--- src/rtl/masked_serial_loader.sv ---
// -----------------------------------------------------------------------------
// masked_serial_loader
//
// Byte-serial front-end for a masked serial AES core. A shared plaintext/key
// block is accepted over a valid/ready handshake, fed to the core one word per
// cycle (optionally re-masked with fresh randomness), the core is released,
// and the shared ciphertext words are collected back into a parallel result.
// Shares are never combined with each other anywhere in this block.
//
// Parameters:
//   SHARES  : number of Boolean shares (2..4)
//   W       : bits per serial word
//   BYTES   : words per block (>= 2)
//   REMASK  : 1 = refresh every serialised word with rnd_in, 0 = pass through
//   TIMEOUT : maximum RUN cycles before the transfer is aborted (>= 2)
//
// Ports:
//   clk, rst          : clock, asynchronous active-low reset
//   in_valid/in_ready : input handshake (in_ready high only in IDLE)
//   pt_sh, key_sh     : plaintext/key shares, share s at [(s+1)*BYTES*W-1 -: BYTES*W],
//                       word 0 in the top W bits of each share
//   rnd_in            : per-cycle randomness, low half plaintext, high half key
//   core_rst          : active-high hold of the core
//   core_pt, core_key : current word of every share, share s at [(s+1)*W-1 -: W]
//   core_out          : serial ciphertext shares from the core
//   core_done         : core flags the first ciphertext word
//   out_valid/out_ready : output handshake
//   ct_sh             : collected ciphertext shares, same packing as pt_sh
//   err               : sticky timeout flag, cleared on the next accept
// -----------------------------------------------------------------------------
module masked_serial_loader #(
    parameter int SHARES  = 2,
    parameter int W       = 8,
    parameter int BYTES   = 16,
    parameter int REMASK  = 1,
    parameter int TIMEOUT = 1024
) (
    input  logic                         clk,
    input  logic                         rst,
    input  logic                         in_valid,
    output logic                         in_ready,
    input  logic [SHARES*BYTES*W-1:0]    pt_sh,
    input  logic [SHARES*BYTES*W-1:0]    key_sh,
    input  logic [2*(SHARES-1)*W-1:0]    rnd_in,
    output logic                         core_rst,
    output logic [SHARES*W-1:0]          core_pt,
    output logic [SHARES*W-1:0]          core_key,
    input  logic [SHARES*W-1:0]          core_out,
    input  logic                         core_done,
    output logic                         out_valid,
    input  logic                         out_ready,
    output logic [SHARES*BYTES*W-1:0]    ct_sh,
    output logic                         err
);

    localparam int BW   = BYTES * W;
    localparam int RW   = (SHARES - 1) * W;
    localparam int MAXC = (BYTES > TIMEOUT) ? BYTES : TIMEOUT;
    localparam int CW   = (MAXC > 1) ? $clog2(MAXC) : 1;

    localparam logic [CW-1:0] LAST_WORD   = CW'(BYTES - 1);
    localparam logic [CW-1:0] LAST_UNLOAD = CW'(BYTES - 2);
    localparam logic [CW-1:0] LAST_RUN    = CW'(TIMEOUT - 1);

    typedef enum logic [2:0] {
        IDLE   = 3'd0,
        LOAD   = 3'd1,
        RUN    = 3'd2,
        UNLOAD = 3'd3,
        HOLD   = 3'd4
    } state_t;

    state_t                 state_r;
    logic [CW-1:0]          cnt_r;
    logic [SHARES*BW-1:0]   pt_r;
    logic [SHARES*BW-1:0]   key_r;
    logic [SHARES*W-1:0]    pt_raw_s;
    logic [SHARES*W-1:0]    key_raw_s;
    logic [SHARES*W-1:0]    pt_word_s;
    logic [SHARES*W-1:0]    key_word_s;

    // Top word of every share of a packed shift register.
    function automatic logic [SHARES*W-1:0] top_words(input logic [SHARES*BW-1:0] sh);
        logic [SHARES*W-1:0] res;
        res = '0;
        for (int s = 0; s < SHARES; s++) begin
            res[s*W +: W] = sh[s*BW + BW - W +: W];
        end
        return res;
    endfunction

    // Refresh one word of all shares: share s>=1 takes slice s-1, share 0 takes
    // the XOR of all slices, so the XOR over shares is preserved. Only
    // randomness is ever mixed into a share, never another share.
    function automatic logic [SHARES*W-1:0] remask(input logic [SHARES*W-1:0] words,
                                                   input logic [RW-1:0]       rnd);
        logic [SHARES*W-1:0] res;
        logic [W-1:0]        acc;
        res = words;
        acc = '0;
        for (int s = 1; s < SHARES; s++) begin
            res[s*W +: W] = res[s*W +: W] ^ rnd[(s-1)*W +: W];
            acc           = acc ^ rnd[(s-1)*W +: W];
        end
        res[W-1:0] = res[W-1:0] ^ acc;
        return res;
    endfunction

    // Advance every share by one word, filling with zeros.
    function automatic logic [SHARES*BW-1:0] shift_out(input logic [SHARES*BW-1:0] sh);
        logic [SHARES*BW-1:0] res;
        res = '0;
        for (int s = 0; s < SHARES; s++) begin
            res[s*BW +: BW] = {sh[s*BW +: BW-W], {W{1'b0}}};
        end
        return res;
    endfunction

    // Append one word per share at the bottom; after BYTES calls word 0 is on top.
    function automatic logic [SHARES*BW-1:0] shift_in(input logic [SHARES*BW-1:0] sh,
                                                      input logic [SHARES*W-1:0]  words);
        logic [SHARES*BW-1:0] res;
        res = '0;
        for (int s = 0; s < SHARES; s++) begin
            res[s*BW +: BW] = {sh[s*BW +: BW-W], words[s*W +: W]};
        end
        return res;
    endfunction

    assign pt_raw_s  = top_words(pt_r);
    assign key_raw_s = top_words(key_r);

    // Serial word presented to the core; randomness is used in the same cycle
    // it arrives, so this path is combinational from rnd_in.
    always_comb begin
        pt_word_s  = pt_raw_s;
        key_word_s = key_raw_s;
        core_pt    = '0;
        core_key   = '0;
        if (REMASK != 0) begin
            pt_word_s  = remask(pt_raw_s, rnd_in[RW-1:0]);
            key_word_s = remask(key_raw_s, rnd_in[2*RW-1:RW]);
        end else begin
            pt_word_s  = pt_raw_s;
            key_word_s = key_raw_s;
        end
        if (state_r == LOAD) begin
            core_pt  = pt_word_s;
            core_key = key_word_s;
        end else begin
            core_pt  = '0;
            core_key = '0;
        end
    end

    // Control FSM, shift registers and registered handshake outputs.
    always_ff @(posedge clk or negedge rst) begin
        if (!rst) begin
            state_r   <= IDLE;
            cnt_r     <= '0;
            pt_r      <= '0;
            key_r     <= '0;
            in_ready  <= 1'b1;
            core_rst  <= 1'b1;
            out_valid <= 1'b0;
            ct_sh     <= '0;
            err       <= 1'b0;
        end else begin
            case (state_r)
                IDLE: begin
                    core_rst <= 1'b1;
                    if (in_valid) begin
                        pt_r     <= pt_sh;
                        key_r    <= key_sh;
                        err      <= 1'b0;
                        cnt_r    <= '0;
                        in_ready <= 1'b0;
                        state_r  <= LOAD;
                    end else begin
                        in_ready <= 1'b1;
                    end
                end
                LOAD: begin
                    pt_r  <= shift_out(pt_r);
                    key_r <= shift_out(key_r);
                    if (cnt_r == LAST_WORD) begin
                        cnt_r    <= '0;
                        core_rst <= 1'b0;
                        state_r  <= RUN;
                    end else begin
                        cnt_r <= cnt_r + 1'b1;
                    end
                end
                RUN: begin
                    // done is checked first so it wins on the final RUN cycle
                    if (core_done) begin
                        ct_sh   <= shift_in(ct_sh, core_out);
                        cnt_r   <= '0;
                        state_r <= UNLOAD;
                    end else if (cnt_r == LAST_RUN) begin
                        err      <= 1'b1;
                        cnt_r    <= '0;
                        core_rst <= 1'b1;
                        in_ready <= 1'b1;
                        state_r  <= IDLE;
                    end else begin
                        cnt_r <= cnt_r + 1'b1;
                    end
                end
                UNLOAD: begin
                    ct_sh <= shift_in(ct_sh, core_out);
                    if (cnt_r == LAST_UNLOAD) begin
                        cnt_r     <= '0;
                        core_rst  <= 1'b1;
                        out_valid <= 1'b1;
                        state_r   <= HOLD;
                    end else begin
                        cnt_r <= cnt_r + 1'b1;
                    end
                end
                HOLD: begin
                    if (out_ready) begin
                        out_valid <= 1'b0;
                        in_ready  <= 1'b1;
                        state_r   <= IDLE;
                    end else begin
                        out_valid <= 1'b1;
                    end
                end
                default: begin
                    state_r   <= IDLE;
                    cnt_r     <= '0;
                    in_ready  <= 1'b1;
                    core_rst  <= 1'b1;
                    out_valid <= 1'b0;
                end
            endcase
        end
    end

endmodule

--- config.mk ---
export PLATFORM = sky130hd
export DESIGN_NAME = masked_serial_loader
export DESIGN_NICKNAME = d
export VERILOG_FILES = /design/src/rtl/masked_serial_loader.sv
export SDC_FILE = /design/constraint.sdc
export NUM_CORES = 2
export LEC_CHECK = 0
export CAP_MARGIN = 20
export CORE_AREA = 2 2 329 331
export CTS_CLUSTER_DIAMETER = 50
export DETAILED_ROUTE_END_ITERATION = 12
export DIE_AREA = 0 0 331 333
export HOLD_SLACK_MARGIN = 0.05
export PLACE_DENSITY = 0.64
export REMOVE_ABC_BUFFERS = 1
export SYNTH_ARGS = -nofsm -noshare
export SYNTH_HDL_FRONTEND = slang
export SYNTH_SLANG_ARGS = --single-unit
--- constraint.sdc ---
create_clock -name clk -period 2.05 [get_ports clk]
set_clock_uncertainty 0.05 [all_clocks]
set_input_delay 0.41 -clock clk [delete_from_list [all_inputs] [get_ports clk]]
set_output_delay 0.41 -clock clk [all_outputs]
set_load 0.01 [all_outputs]
Word level (Yosys, flattened, before mapping)
Cells that the tools add are included.
- add/sub/neg operators: 1
- $mul: 0
- divide/modulo/power cells: 0
- order comparisons: 0
- equal/unequal tests: 15
- shift operators: 0
- mux-type cells: 33
- bitwise operators: 7
- reductions and logical operators: 14
- operators by type and width (operator ; count):
    $pmux 256 s2 ; 3
    $mux 256 ; 3
    $mux 10 ; 5
    $pmux 10 s5 ; 1
    $mux 16 ; 2
    $xor 8x8->8 ; 4
    $eq 10x4->1 const B ; 2
    $mux 3 ; 6
    $pmux 3 s5 ; 1
    $ne 2x2->1 const B ; 6
    $add 10x1->10 const B ; 1
    $eq 10x10->1 const B ; 1
    $reduce_and 5->1 ; 2
    $mux 1 ; 8
    $pmux 1 s4 ; 2
    $reduce_and 2->1 ; 4
    $reduce_and 4->1 ; 2
    $eq 3x2->1 const B ; 2
    $reduce_bool 2->1 ; 3
    $eq 3x1->1 const B ; 1
    $eq 3x3->1 const B ; 1
    $logic_not 3->1 ; 1
    $ne 3x3->1 const B ; 1
    $not 1->1 ; 3
    5 further kinds ; 5
- register bits: 785
- latch bits: 0
- RAM bits: 0
- ROM bits: 0
- input port bits: 549
- output and inout port bits: 292
- memories: 0

Logic depth before layout (Yosys ltp)
- depth in word-level cells: 4
- mapped depth: 8
- depth with buffers taken out: 6

Worst setup path after synthesis
No wires, ideal clock.
- kind: flip-flop to flip-flop
- start: register cnt_r[0]
- end: register cnt_r[6]
- setup time: 104 ps
- data arrival time: 1828 ps
- data required time: 1896 ps
- path slack: 69 ps
- cell stages (with the launch flop): 8
- path buffers: 1
- clock period less this slack: 1981 ps
- cell sequence: dfrtp_1 -> inv_1 -> ha_1 -> mux2_2 -> a311o_1 -> and2_1 -> buf_2 -> o41ai_2
- cells in the longest elaborated chain, start to end: 4
- elaborated cells between the ends (all ways): 9
- RTL lines (item ; line ; text):
    from (decl) ; 74 ; logic [CW-1:0] cnt_r;
    from (signal assigned) ; 191 ; cnt_r <= cnt_r + 1'b1;
    from (signal assigned) ; 207 ; cnt_r <= cnt_r + 1'b1;
    from (signal assigned) ; 218 ; cnt_r <= cnt_r + 1'b1;
    $add 10x1->10 or $eq 10x10->1 (tied branches) ; - ;
    $mux 10 ; 200 ; end else if (cnt_r == LAST_RUN) begin
    $mux 10 ; 196 ; if (core_done) begin
    $pmux 10 s5 * ; 169 ; case (state_r)
Mark *: on every way between the ends. The rest lies on a longest branch, timed or not.
A chain may end at the register's enable or synchronous reset.

Worst setup path after layout
- start: register state_r[2]
- end: output core_pt[13]
- cells in the longest elaborated chain, start to end: 2
- RTL lines (item ; line ; text):
    from (decl) ; 73 ; state_t state_r;
    from (signal assigned) ; 159 ; state_r <= IDLE;
    from (signal assigned) ; 178 ; state_r <= LOAD;
    from (signal assigned) ; 189 ; state_r <= RUN;
    $eq 3x1->1 ; 147 ; if (state_r == LOAD) begin
    $mux 16 ; 147 ;
    to (decl) ; 46 ; output logic [SHARES*W-1:0] core_pt,
Every way passes these cells.

==> results.sh <==
export IMPL_comb_power_share_pct=47.9
export IMPL_crit_type="flip-flop to primary output"
export IMPL_reg2reg_depth=9
export IMPL_synthesis_area_mm2=0.03340
export IMPL_synth_warnings=0
export IMPL_outcome="finished with violations"
export IMPL_cts_tree="done"
export IMPL_rsz0062_at_grt="true"
export IMPL_stdcell_area_mm2=0.04900
export IMPL_gp_congestion=0.8627
export IMPL_min_path_type="primary input to asynchronous set/reset pin"
export IMPL_critPathMaxFanout=7
export IMPL_timing_final_ws_setup_ps=-356.0
export IMPL_synth_cells=3405
export IMPL_grt_max_degree=120
export IMPL_syn_area_per_cell_um2=9.809
export IMPL_synth_top_cell_area_share_pct=58.67
export IMPL_dieArea_mm2=0.1102
export IMPL_async_flop_share_pct=100.0
export IMPL_portBuffers=840
export IMPL_syn2layout_area_growth_pct=46.72
export IMPL_place_area_mm2=0.04417
export IMPL_worstSkewPairLatency_ps=670
export IMPL_final_common_cell="nand2_1"
export IMPL_slew_headroom_pct=51.31
export IMPL_wl_um=117500
export IMPL_maxCapViolations=0
export IMPL_finish_utilization_pct=45.97
export IMPL_fmax_mhz=415.6
export IMPL_worstMarginPinSlew_ps=730.4
export IMPL_layout_nets=4875
export IMPL_route_vias_total=28590
export IMPL_drtAntennaViolNets=0
export IMPL_synthTopCellsByArea="dfrtp_1 (59%), nand2_1 (11%), a31oi_1 (9.0%), mux2_2 (8.7%), nor2_1 (5.8%)"
export IMPL_start_util_pct=31.33
export IMPL_core_area_mm2=0.1066
export IMPL_violations="negative setup slack"
export IMPL_grt_pass1_wl_um=165500
export IMPL_drt_iter0_drc=1863
export IMPL_power_switching_mw=34.04
export IMPL_overflow=0
export IMPL_clock_sinks=785
export IMPL_final_setup_viol_count=89
export IMPL_synth_seq_area_share_pct=58.82
export IMPL_cts_buffers_inserted=97
export IMPL_drive_gt1_share_pct=16.72
export IMPL_vias_per_cell=4.902
export IMPL_final_cell_mix="nand2_1 (975), dfrtp_1 (778), clkdlybuf4s50_1 (547), nor2_1 (488), a31oi_1 (480)"
export IMPL_first_global_vias=28000
export IMPL_cts_root_buf="clkbuf_16"
export IMPL_synth_top_flop_cell="dfrtp_1"
export IMPL_remaining_drc_errors=0
export IMPL_firstDrtPassIters=5
export IMPL_dp_cells=5564
export IMPL_clkPwrFrac_pct=20.5
export IMPL_fill_cells=10050
export IMPL_cts_max_level=3
export IMPL_hold_viol_final=0
export IMPL_wl_per_cell_um=20.14
export IMPL_cp_end_kind="primary output"
export IMPL_synth_top_cell_by_area="dfrtp_1"
export IMPL_cts_max_path_buffers=3
export IMPL_crit_required_ps=1590
export IMPL_cp_data_arrival_time_ps=1950
export IMPL_dp_hpwl_um=81330
export IMPL_rows=120
export IMPL_io_pins=841
export IMPL_timing_rr_start="state_r[2]"
export IMPL_reg2reg_slack_ps=-70
export IMPL_p_leak_nw=22.58
export IMPL_total_power_mw=87.69
export IMPL_clkSlewWorstSetupHoldPaths_ps=60
export IMPL_die_w_um=331
export IMPL_period_share_pct=117.4
export IMPL_die_h_um=333
export IMPL_switching_share_pct=38.82
export IMPL_min_period_ps=2406
export IMPL_r2r_end="pt_r[192]"
export IMPL_fin_cells=5832
export IMPL_endpoint="core_pt[13]"
export IMPL_powerDensity_mw_per_mm2=1790
export IMPL_drv_slew=0
export IMPL_ys_ff_latch=785
export IMPL_track_usage_pct=19.53
export IMPL_startpoint="state_r[2]"
export IMPL_worstSetupStartpointType="flip-flop"
export IMPL_synth_edff_count=0
export IMPL_setup_tns_ps=-11550
export IMPL_intPower_mw=53.66
export IMPL_max_vdd_ir_drop_v=0.001035
export IMPL_antenna_found_initial=32
export IMPL_synth_cell_type_count=49
export IMPL_seq_power_share_pct=31.6
## registers in the layout, summed over array words and instances (netlist names)
name / flops
err: 1
cnt_r: 10
pt_r: 256
key_r: 256
core_rst: 1
in_ready: 1
out_valid: 1
ct_sh: 256
state_r: 3
## synthesized netlist by cell type (3+ instances only)
cell	n
nand2_1	978
dfrtp_1	783
nor2_1	517
a31oi_1	480
mux2_2	257
buf_2	137
clkbuf_1	102
xnor2_1	33
a22o_1	32
buf_1	7
buf_4	7
inv_1	7
o21ai_0	6
a21oi_1	5
o211ai_1	5
nand3_1	4
a211o_1	3
nand2b_1	3
## routing by layer
metal  track usage [%]  share of wire, %  vias to the layer above
met1             23.51                40                    14080
met4             9.421               3.9                       10
li1                  -                 -                    13420
met2             32.60                50                      840
met3             4.700               6.1                      242
met5                 0             0.050                        -
## cell type report
class / instances / area, um^2 / area share (%)
clock buffer: 131 / 2758 / 5.628
inverter: 7 / 26.28 / 0.05362
sequential: 785 / 19650 / 40.11
multi-input combinational: 2358 / 12800 / 26.13
clock inverter: 46 / 626.9 / 1.279
timing repair buffer: 1075 / 11310 / 23.08
antenna: 27 / 67.56 / 0.1379
tap: 1403 / 1755 / 3.582
## kinds of logic (layout without fill, tap and decap cells)
family                   Yosys count  after routing  synth area share (%)
adder cells (fa/ha/maj)            2              2               0.07491
XOR/XNOR                          35             35                0.9179
AND/OR/NAND/NOR                 1518           1518                 17.35
other                              0             27                     0
buffers and inverters            262           1259                 3.582
AO/OA/AOI/OAI                    544            544                 10.53
flip-flops                       785            785                 58.82
multiplexers                     259            259                 8.725
## worst min-delay path by stage
stage,startpoint,end,slack [ps],cells past startpoint
final,rst,ct_sh[225],170,2
after global routing,rst,ct_sh[225],140,2
after CTS,rst,ct_sh[225],140,2
after detailed placement,rst,ct_sh[225],240,1
after global placement,rst,ct_sh[225],240,1
after floorplan,rst,cnt_r[0],60,0
## power groups by stage
stage	sequential (mW)	combinational (mW)	clock, mW
floorplan	23.2	8.48	0
global placement	27.7	36.7	0
detailed placement	27.9	37.4	0
CTS	27.7	37.8	18.3
global route	28.6	45.9	18.9
finish	27.7	42.0	18.0
## worst max-delay path, cell delays in order, from the launching register on
cell     delay [ps]
dfrtp_1         400
nor2b_4         190
nand2_8         150
buf_12          180
buf_12          140
nor2_4           90
buf_6           100
## what timing repair did
| item | CTS | global route |
|---|---|---|
| gates resized for setup | 461 | 116 |
| pin swaps | 20 | 9 |
| setup endpoints to repair | 360 | 393 |
| endpoints found under the hold margin | 517 | 0 |
| hold buffers | 1 | 0 |
| gates cloned | 6 | 26 |
| buffers inserted | 20 | 15 |
## per-stage QoR
| step | setup WS [ps] | hold WS (ps) |
|---|---|---|
| 2_1_floorplan | -26650 | 64.41 |
| 3_3_place_gp | -317.2 | 243.1 |
| 3_5_place_dp | -335.9 | 244.4 |
| 4_1_cts | -407.1 | 136.1 |
| 5_1_grt | -428.9 | 139.7 |
| 6_report | -356.0 | 174.6 |
(Power assumes the default switching activity.)
